<file path="src/rtl/reg_wb_pkg.sv">
// Shared widths and the writeback entry type for the register-file write-port arbiter.
package reg_wb_pkg;

  localparam int DATA_W = 32;
  localparam int ADDR_W = 5;
  localparam int NREG   = 32;

  typedef struct packed {
    logic [ADDR_W-1:0] wn;
    logic [DATA_W-1:0] data;
  } wb_entry_t;

endpackage

</file>
<file path="src/rtl/reg_wb_fifo.sv">
// Small power-of-two FIFO holding multicycle results until the write port is free.
module reg_wb_fifo
  import reg_wb_pkg::*;
#(
  parameter int DEPTH = 2
) (
  input  logic                     clk,
  input  logic                     reset,
  input  logic                     push,
  input  wb_entry_t                din,
  input  logic                     pop,
  output wb_entry_t                dout,
  output logic                     full,
  output logic                     empty,
  output logic [$clog2(DEPTH):0]   count
);

  localparam int PTR_W = $clog2(DEPTH);
  localparam int CNT_W = PTR_W + 1;

  wb_entry_t          mem [DEPTH];
  logic [PTR_W-1:0]   wr_ptr;
  logic [PTR_W-1:0]   rd_ptr;
  logic               do_push;
  logic               do_pop;

  assign full    = (count == CNT_W'(DEPTH));
  assign empty   = (count == '0);
  assign do_push = push && !full;
  assign do_pop  = pop && !empty;
  assign dout    = mem[rd_ptr];

  // Storage carries no reset; only pointers and count define validity.
  always_ff @(posedge clk) begin
    if (do_push) begin
      mem[wr_ptr] <= din;
    end
  end

  always_ff @(posedge clk) begin
    if (reset) begin
      wr_ptr <= '0;
      rd_ptr <= '0;
      count  <= '0;
    end else begin
      if (do_push) begin
        wr_ptr <= wr_ptr + 1'b1;
      end
      if (do_pop) begin
        rd_ptr <= rd_ptr + 1'b1;
      end
      if (do_push && !do_pop) begin
        count <= count + 1'b1;
      end else if (do_pop && !do_push) begin
        count <= count - 1'b1;
      end
    end
  end

endmodule

</file>
<file path="src/rtl/reg_wb_arbiter.sv">
// Arbitrates the register-file write port between pipeline writeback and buffered
// multicycle results, with a busy-bit scoreboard and starvation-forced drains.
module reg_wb_arbiter
  import reg_wb_pkg::*;
#(
  parameter int DEPTH  = 2,
  parameter int STARVE = 4
) (
  input  logic              clk,
  input  logic              reset,
  input  logic              pipe_we,
  input  logic [ADDR_W-1:0] pipe_wn,
  input  logic [DATA_W-1:0] pipe_data,
  input  logic              mc_issue,
  input  logic [ADDR_W-1:0] mc_rd,
  input  logic              mc_valid,
  input  logic [ADDR_W-1:0] mc_wn,
  input  logic [DATA_W-1:0] mc_data,
  output logic              mc_ready,
  input  logic [ADDR_W-1:0] rna,
  input  logic [ADDR_W-1:0] rnb,
  output logic              stall,
  output logic              wreg,
  output logic [ADDR_W-1:0] wn,
  output logic [DATA_W-1:0] datain
);

  localparam int CNT_W = $clog2(DEPTH) + 1;
  localparam int SW    = $clog2(STARVE + 1);

  logic [NREG-1:0]  busy;
  logic [NREG-1:0]  busy_next;
  logic [SW-1:0]    starve_cnt;
  wb_entry_t        head;
  wb_entry_t        fifo_in;
  logic             fifo_full;
  logic             fifo_empty;
  logic [CNT_W-1:0] fifo_count;
  logic             push;
  logic             pipe_valid;
  logic             raw;
  logic             waw;
  logic             force_drain;
  logic             pipe_ok;
  logic             head_grant;

  assign fifo_in = '{wn: mc_wn, data: mc_data};

  reg_wb_fifo #(.DEPTH(DEPTH)) u_fifo (
    .clk   (clk),
    .reset (reset),
    .push  (push),
    .din   (fifo_in),
    .pop   (head_grant),
    .dout  (head),
    .full  (fifo_full),
    .empty (fifo_empty),
    .count (fifo_count)
  );

  assign pipe_valid  = pipe_we && (pipe_wn != '0);
  assign raw         = ((rna != '0) && busy[rna]) || ((rnb != '0) && busy[rnb]);
  assign waw         = pipe_valid && busy[pipe_wn];
  assign force_drain = !fifo_empty && (starve_cnt == SW'(STARVE));
  assign pipe_ok     = pipe_valid && !waw && !force_drain;
  assign head_grant  = !reset && !pipe_ok && !fifo_empty;

  // Readiness is not relieved by a same-cycle dequeue, so a full FIFO always refuses.
  assign mc_ready = !reset && (fifo_count < CNT_W'(DEPTH));
  assign push     = mc_valid && mc_ready && !fifo_full && (mc_wn != '0);

  always_comb begin
    wreg   = 1'b0;
    wn     = '0;
    datain = '0;
    stall  = 1'b0;
    if (!reset) begin
      stall = raw || waw || (force_drain && pipe_valid);
      if (pipe_ok) begin
        wreg   = 1'b1;
        wn     = pipe_wn;
        datain = pipe_data;
      end else if (!fifo_empty) begin
        wreg   = 1'b1;
        wn     = head.wn;
        datain = head.data;
      end
    end
  end

  // Clear is applied before set so a same-cycle reissue keeps the register owned.
  always_comb begin
    busy_next = busy;
    if (head_grant) begin
      busy_next[head.wn] = 1'b0;
    end
    if (mc_issue && (mc_rd != '0)) begin
      busy_next[mc_rd] = 1'b1;
    end
    busy_next[0] = 1'b0;
  end

  always_ff @(posedge clk) begin
    if (reset) begin
      busy <= '0;
    end else begin
      busy <= busy_next;
    end
  end

  always_ff @(posedge clk) begin
    if (reset || fifo_empty || head_grant) begin
      starve_cnt <= '0;
    end else if (starve_cnt != SW'(STARVE)) begin
      starve_cnt <= starve_cnt + 1'b1;
    end
  end

endmodule
</file>
<file path="config.mk">
export PLATFORM = sky130hd
export DESIGN_NAME = reg_wb_arbiter
export DESIGN_NICKNAME = d
export VERILOG_FILES = /design/src/rtl/reg_wb_pkg.sv /design/src/rtl/reg_wb_fifo.sv /design/src/rtl/reg_wb_arbiter.sv
export SDC_FILE = /design/constraint.sdc
export NUM_CORES = 1
export LEC_CHECK = 0
export ABC_CLOCK_PERIOD_IN_PS = 3200
export CORE_UTILIZATION = 45
export CTS_BUF_LIST = sky130_fd_sc_hd__clkbuf_8 sky130_fd_sc_hd__clkbuf_16
export DETAILED_ROUTE_END_ITERATION = 8
export PLACE_DENSITY_LB_ADDON = 0.2
export SETUP_SLACK_MARGIN = 0.02
export SYNTH_ARGS = -nofsm -noshare
export SYNTH_HDL_FRONTEND = slang
export SYNTH_SLANG_ARGS = --single-unit
export TNS_END_PERCENT = 20
</file>
<file path="constraint.sdc">
create_clock -name clk -period 3.2 [get_ports clk]
set_clock_uncertainty 0.15 [all_clocks]
set_input_delay 0.64 -clock clk [delete_from_list [all_inputs] [get_ports clk]]
set_output_delay 0.64 -clock clk [all_outputs]
set_load 0.03 [all_outputs]
</file>
; ---- Yosys cells after proc, flatten, opt, wreduce, memory -nomap -nowiden
; Memories as Yosys holds them, arrays and structs flattened. A register that Yosys moved wholly into a read port is not among the register bits.
; Index checks and enable logic that the tools add are counted.
[word_totals]
register_bits = 39
mem_bits_rw = 74
output_inout_bits = 40
mem_count = 1
[memory_table]
columns = name, words, word_bits, rd, rd_clocked_by_memory_dff, write_ports, line_no
row1 = u_fifo.mem, 2, 37, 1, 1, 1, reg_wb_fifo.sv:21  ; wb_entry_t mem [DEPTH];
[op_classes]
n_addsub = 5
order_cmp = 8
n_eq_ne = 3
muxes = 28
n_bitwise = 3
reduce_logical = 41
[op_table]
columns = op, n
row1 = $mux W32, 5
row2 = $and A32 B32 Y32, 1
row3 = $not A32 Y32, 1
row4 = $or A32 B32 Y32, 1
row5 = $lt A5 B6 Y1 const B, 5
row6 = $reduce_bool A5 Y1, 5
row7 = $logic_and A1 B1 Y1, 21
row8 = $bmux W1 S5, 3
row9 = $mux W5, 3
row10 = $mux W1, 13
row11 = $demux W1 S5, 2
row12 = $ge A5 B1 Y1 const B, 2
row13 = $logic_not A1 Y1, 8
row14 = $logic_or A1 B1 Y1, 5
row15 = $mux W2, 2
row16 = $add A3 B1 Y3 const B, 1
row17 = $eq A3 B3 Y1 const B, 1
row18 = $ne A3 B3 Y1 const B, 1
row19 = $add A1 B1 Y1 const B, 2
row20 = $add A2 B1 Y2 const B, 1
row21 = $eq A2 B2 Y1 const B, 1
row22 = $logic_not A2 Y1, 1
row23 = $lt A2 B2 Y1 const B, 1
row24 = $reduce_bool A2 Y1, 1
row25 = $sub A2 B1 Y2 const B, 1

; ---- Longest topological paths before layout
[depth]
depth_word = 13
ltp_mapped = 15
depth_no_buf = 10

; ---- Cells and area by module
; A second synthesis with hierarchy kept.
[hier_totals]
cells_unflattened = 576
area_unflattened_um2 = 6398.6
[modules_own_cells]
columns = module, instances, cells_each, area_each_um2, seq_area_each_um2
row1 = reg_wb_arbiter, 1, 436, 3514.6, 680.7
row2 = reg_wb_fifo, 1, 140, 2884.0, 2322.2

; ---- Worst setup path after synthesis
; OpenSTA, ideal clock, no wires.
[synth_path]
path_type = input to register
start = input reset
end = memory u_fifo.mem[0][0] (netlist bit) (enable)
t_arrival_ps = 3175
required_ps = 2619
slack_ps = -556
path_stages = 4
n_path_buf = 1
cell_sequence = clkbuf_1 > nor2_1 > o211ai_1 > nor2_1
[synth_via]
elab_chain_cells = 8
[synth_lines]
columns = element, line_no
row1 = from (decl), reg_wb_arbiter.sv:10  ; input logic reset,
row2 = $logic_not A1 Y1, --
row3 = $logic_and A1 B1 Y1, reg_wb_arbiter.sv:69  ; assign mc_ready = !reset && (fifo_count < CNT_W'(DEPTH));
row4 = net mc_ready, reg_wb_arbiter.sv:19  ; output logic mc_ready,
row5 = $logic_and A1 B1 Y1 (3 in a row), reg_wb_arbiter.sv:70  ; assign push = mc_valid && mc_ready && !fifo_full && (mc_wn != '0);
row6 = $logic_and A1 B1 Y1, reg_wb_fifo.sv:29  ; assign do_push = push && !full;
row7 = $mux W1, reg_wb_fifo.sv:35  ; if (do_push) begin
row8 = $mux W1 (not written as such), reg_wb_fifo.sv:36  ; mem[wr_ptr] <= din;
row9 = to (decl), reg_wb_fifo.sv:21
; The timed path passes the listed nets, and every way through them passes these cells.

; ---- Worst setup path after layout
[layout_path]
start = input pipe_wn[0]
end = output datain[15]
[layout_via]
elab_chain_cells = 8
word_cells_on_any_way = 10
[layout_lines]
columns = element, line_no
row1 = from (decl), reg_wb_arbiter.sv:12  ; input logic [ADDR_W-1:0] pipe_wn,
row2 = $bmux W1 S5 / $reduce_bool A5 Y1 (equally long branches), "reg_wb_arbiter.sv:63, reg_wb_arbiter.sv:61"
row3 = $mux W1 (not written as such) / $logic_and A1 B1 Y1 (equally long branches), "reg_wb_arbiter.sv:63, reg_wb_arbiter.sv:61"
row4 = $logic_and A1 B1 Y1, reg_wb_arbiter.sv:63  ; assign waw = pipe_valid && busy[pipe_wn];
row5 = $logic_not A1 Y1, reg_wb_arbiter.sv:65  ; assign pipe_ok = pipe_valid && !waw && !force_drain;
row6 = $logic_and A1 B1 Y1 * (2 in a row), reg_wb_arbiter.sv:65
row7 = $mux W32 *, reg_wb_arbiter.sv:79  ; if (pipe_ok) begin
row8 = $mux W32 *, reg_wb_arbiter.sv:77  ; if (!reset) begin
row9 = to (decl), reg_wb_arbiter.sv:25  ; output logic [DATA_W-1:0] datain
; Every way passes the cells marked *; elsewhere a longest branch is shown, timed or not. The select of a mux whose other input is x is not followed.

==> results by stage <==
Setup path:
- The worst register-to-register path has a depth of 13.
- The arrival time at the worst endpoint is 2.67 ns.
- In this run the worst path has a maximum fanout of 7.
- The type of origin of the critical path is a primary input.
- Data on the critical path is required at its endpoint by 2.41 ns.
- The register-to-register setup slack is 0.18 ns.
- In this run the critical register-to-register path is launched from busy[7]$_SDFF_PP0_.
- The critical path class is in -> out.
- The kind of capture point of the worst setup path is an output pin.
- The capture instance of the worst register-to-register path is u_fifo.count[1]$_SDFFE_PP0P_.

Yosys:
- The number of synthesized register bits is 113.
- The largest area contributor in the netlist is sky130_fd_sc_hd__edfxtp_1.
- The share of synthesized area in the top cell type comes to 0.363.
- For this run, the leading register cell type out of synthesis is sky130_fd_sc_hd__edfxtp_1.
- The synthesized netlist contains 43 unique library cells.
- By area the synthesized netlist is led by sky130_fd_sc_hd__edfxtp_1 36%, sky130_fd_sc_hd__dfxtp_1 13%, sky130_fd_sc_hd__mux2i_1 9.6%, sky130_fd_sc_hd__mux4_2 5.9%, sky130_fd_sc_hd__a21oi_1 4.7%.
- The sequential fraction of the synthesis area is 0.490.
- Summing every instance area after synthesis gives 6130 sq um.
- Counting every instance in the synthesized netlist gives 549.
- The number of synthesized flops with an enable pin is 74.
- The total nets after synthesis is 646.
- The count of yosys warnings during synthesis is 0.
- Each instance of the synthesized netlist takes up on average 11.2 sq um.
- In the synthesized netlist the async set-or-reset flop fraction comes to 0.

Global route:
- The initial antenna violation count is 0.
- Global routing finished with a remaining overflow of 0.
- The maximum number of pins on one net before global-route repair is 38.
- The first global-routing pass estimated 28.1 mm of wire.
- The via count of the first global-routing pass is 5404.
- The total global routing track utilization is 0.258.

CTS:
- The TritonCTS sink count is 113.
- For the worst-skew pair, the clock arrives at the later sink with an insertion delay of 0.41 ns.
- The number of levels the H-tree was split into is 4.
- The clock buffer count from CTS is 17.
- TritonCTS built the clock tree.
- The clock transition at the registers of the reported paths is 0.06 ns.
- The total of hold buffers inserted after clock tree synthesis is 0.
- The root cell of the clock tree is sky130_fd_sc_hd__clkbuf_16.
- The buffer levels on the longest clock path is 2.

Timing:
- The actual transition at the worst max-transition pin is 1.13 ns.
- The total count of hold-check failures in the final report was 0.
- The count of final max-slew check failures is 0.
- The worst hold slack is 0.378 ns.
- The number of setup violations in the final report is 38.
- The final worst-path setup slack is -0.258 ns.
- For this run, the top clock speed supported by timing is 289 MHz.
- In this run the tightest slew margin relative to its limit is 0.248.
- Subtracting the final worst setup slack from the clock period gives 3.46 ns.
- Setup repair after global routing could not meet its margin everywhere.
- The post-route clock period utilization is 1.08.

Place:
- The count of buffers inserted at the top-level ports is 133.
- Detailed placement finished with a half-perimeter wire length of 11.6 mm.
- At the end of routability-driven placement, the weighted congestion stood at 0.941.

Floorplan:
- Measured along the y axis, the die boundary spans 119 microns.
- In this run the count of I/O pins placed on the die edge is 134.
- The die outline width is 119 microns.
- The die covers 14100 sq um.
- After floorplanning, the core was divided into 42 placement rows.
- For this configuration, the core starts out at a cell density of 0.463.
- The core area is 13200 sq um.

Detailed routing:
- The detail route stage leaves a number of antenna-violating nets equal to 0.
- In the final routed layout, each cell accounts on average for 19.1 microns.
- For this run, the detailed router's first-pass iteration total came to 5.
- The first routing iteration left 321 violations.
- The final route contains 5327 vias.
- The number of vias per cell after detailed routing is 5.85.
- For this block, the routed nets add up to 17.4 mm of wire.
- The final routed DRC violation total is 0.

Run:
- Max-cap violations in this run came to 0.

Power and ir drop:
- The static leakage is 3.32 nW.
- Across the VDD grid, the largest voltage drop is 479 uV.
- Summing internal, switching and leakage power gives 0.00521 W.
- Power spread over the standard cell area amounts to 586 nW/um^2.

Min path:
- The end of the worst hold path is u_fifo.count[1]$_SDFFE_PP0P_.
- The worst hold path passes through 2 cells.
- The path category of the worst min-delay check is reg -> reg.
- In this run the most critical hold path is launched from u_fifo.count[1]$_SDFFE_PP0P_.

Status:
- The flow ran to the end, but the final reports show violations.
- The checks that failed: setup timing.

Layout:
- In the final design database the tool counted 819 nets.
- The area growth from synthesis to layout is 45.1%.
- 0 antenna diodes ended up in the layout.
- Of the cells placed in the final design, the portion with a size suffix greater than 1 is 0.250.
==> per-layer routing <==
metal	GRT usage	part of all wire	up-vias
li1	-	-	2468
met1	0.336	0.42	2571
met2	0.418	0.48	264
met3	0.0647	0.083	24
met4	0.0854	0.017	0
met5	0	0	-
==> how the worst max path moves through the flow <==
stage,endpoint,slack (ns),start
floorplan,u_fifo.mem[0][0]$_DFFE_PP_,-0.56,reset
global placement,wn[2],-0.70,pipe_wn[0]
detailed placement,datain[15],-0.72,pipe_wn[0]
CTS,datain[28],-0.45,pipe_wn[0]
global route,wn[4],-0.33,pipe_wn[0]
finish,datain[15],-0.26,pipe_wn[0]
==> synthesized netlist by cell type, types with 3 or more instances <==
library cell                 n
sky130_fd_sc_hd__mux2i_1    59
sky130_fd_sc_hd__nand2_1    21
sky130_fd_sc_hd__buf_6       4
sky130_fd_sc_hd__nor3_1      7
sky130_fd_sc_hd__mux4_2     16
sky130_fd_sc_hd__or3_1       6
sky130_fd_sc_hd__a2111oi_0  24
sky130_fd_sc_hd__dfxtp_1    39
sky130_fd_sc_hd__buf_1       3
sky130_fd_sc_hd__o22a_1     31
sky130_fd_sc_hd__a22oi_1     3
sky130_fd_sc_hd__clkbuf_1   24
sky130_fd_sc_hd__o21ai_0     5
sky130_fd_sc_hd__inv_1       4
sky130_fd_sc_hd__buf_2       6
sky130_fd_sc_hd__a31oi_1     9
sky130_fd_sc_hd__nor2b_1    38
sky130_fd_sc_hd__a21oi_1    58
sky130_fd_sc_hd__ha_1        3
sky130_fd_sc_hd__nor2_1     52
sky130_fd_sc_hd__nor3b_1     3
sky130_fd_sc_hd__a211o_1     3
sky130_fd_sc_hd__mux2_2      7
sky130_fd_sc_hd__edfxtp_1   74
sky130_fd_sc_hd__nand3_1     6
sky130_fd_sc_hd__buf_4       3
sky130_fd_sc_hd__a211oi_1    8
sky130_fd_sc_hd__nand2b_1   11
==> sequential cells by signal, summed over array words and instances, names as in the netlist, named ones only <==
register	cells
u_fifo.mem	74
busy	31
starve_cnt	3
u_fifo.count	2
u_fifo.rd_ptr	1
u_fifo.wr_ptr	1
==> cells in the final DEF (no fill, tap or decap), types with 5 or more instances in the layout <==
cell	count
sky130_fd_sc_hd__clkbuf_16	17
sky130_fd_sc_hd__buf_6	40
sky130_fd_sc_hd__nand2_1	21
sky130_fd_sc_hd__a2111oi_0	23
sky130_fd_sc_hd__o22a_1	31
sky130_fd_sc_hd__mux4_2	16
sky130_fd_sc_hd__clkinv_4	5
sky130_fd_sc_hd__a211oi_1	8
sky130_fd_sc_hd__a21oi_1	58
sky130_fd_sc_hd__buf_12	10
sky130_fd_sc_hd__clkdlybuf4s50_1	85
sky130_fd_sc_hd__nor3_1	7
sky130_fd_sc_hd__mux2_2	6
sky130_fd_sc_hd__edfxtp_1	74
sky130_fd_sc_hd__dfxtp_2	7
sky130_fd_sc_hd__or3_1	5
sky130_fd_sc_hd__dfxtp_1	31
sky130_fd_sc_hd__mux2i_1	57
sky130_fd_sc_hd__nand2b_1	11
sky130_fd_sc_hd__buf_4	47
sky130_fd_sc_hd__a31oi_1	9
sky130_fd_sc_hd__nor2_1	48
sky130_fd_sc_hd__nor2b_1	36
==> critical path: stages <==
cell and delay (ns):
sky130_fd_sc_hd__buf_12 0.12, sky130_fd_sc_hd__mux2i_1 0.11, sky130_fd_sc_hd__mux4_2 0.48, sky130_fd_sc_hd__or3_1 0.34, sky130_fd_sc_hd__o211ai_2 0.10, sky130_fd_sc_hd__or3_4 0.21, sky130_fd_sc_hd__buf_12 0.15, sky130_fd_sc_hd__buf_6 0.11
sky130_fd_sc_hd__buf_12 0.11, sky130_fd_sc_hd__o22a_1 0.16, sky130_fd_sc_hd__buf_6 0.13
==> stage by stage <==
stage          instance area (sq um)  worst slack, ns  instances  setup TNS [ns]  utilization
2_1_floorplan                   6130           -0.556        549          -45.78            -
6_report                        8890           -0.258        911           -7.07        0.671
3_3_place_gp                    7840           -0.695        865          -27.96        0.592
5_1_grt                         8890           -0.331        911           -9.60        0.671
3_5_place_dp                    7840           -0.719        865          -28.21        0.592
4_1_cts                         8910           -0.450        911          -13.96        0.673
==> report_power, final <==
part | internal [W] | total (W) | switching, W
logic | 0.000718 | 0.00160 | 0.000880
registers | 0.00165 | 0.00169 | 0.0000399
clock network | 0.00123 | 0.00193 | 0.000697
total | 0.00360 | 0.00521 | 0.00162
==> kinds of logic (layout without fill, tap and decap cells) <==
logic type / count (synthesis) / count (layout) / synth area share
xor+xnor: 4 / 4 / 0.00572
compound gates: 148 / 148 / 0.167
buf+inv: 44 / 230 / 0.0349
mux: 82 / 82 / 0.168
simple gates: 155 / 155 / 0.128
flops: 113 / 113 / 0.490
fa+ha+maj: 3 / 3 / 0.00613
==> what timing repair did <==
action,4_1_cts,5_1_grt
gates cloned,6,0
resized for setup,72,24
pin swaps,10,19
endpoints found under the setup margin,41,40
setup buffers,9,4
==> cell type report <==
| type | instances | area, sq um |
|---|---|---|
| well taps | 176 | 220 |
| inverters | 4 | 15.0 |
| clock buffers | 17 | 425 |
| flip-flops and latches | 113 | 3020 |
| multi-input cells | 392 | 3000 |
| clock inverters | 15 | 185 |
| repair buffers | 194 | 2030 |
| fillers | 997 | 4350 |
Power figures use the tool's default switching activity.
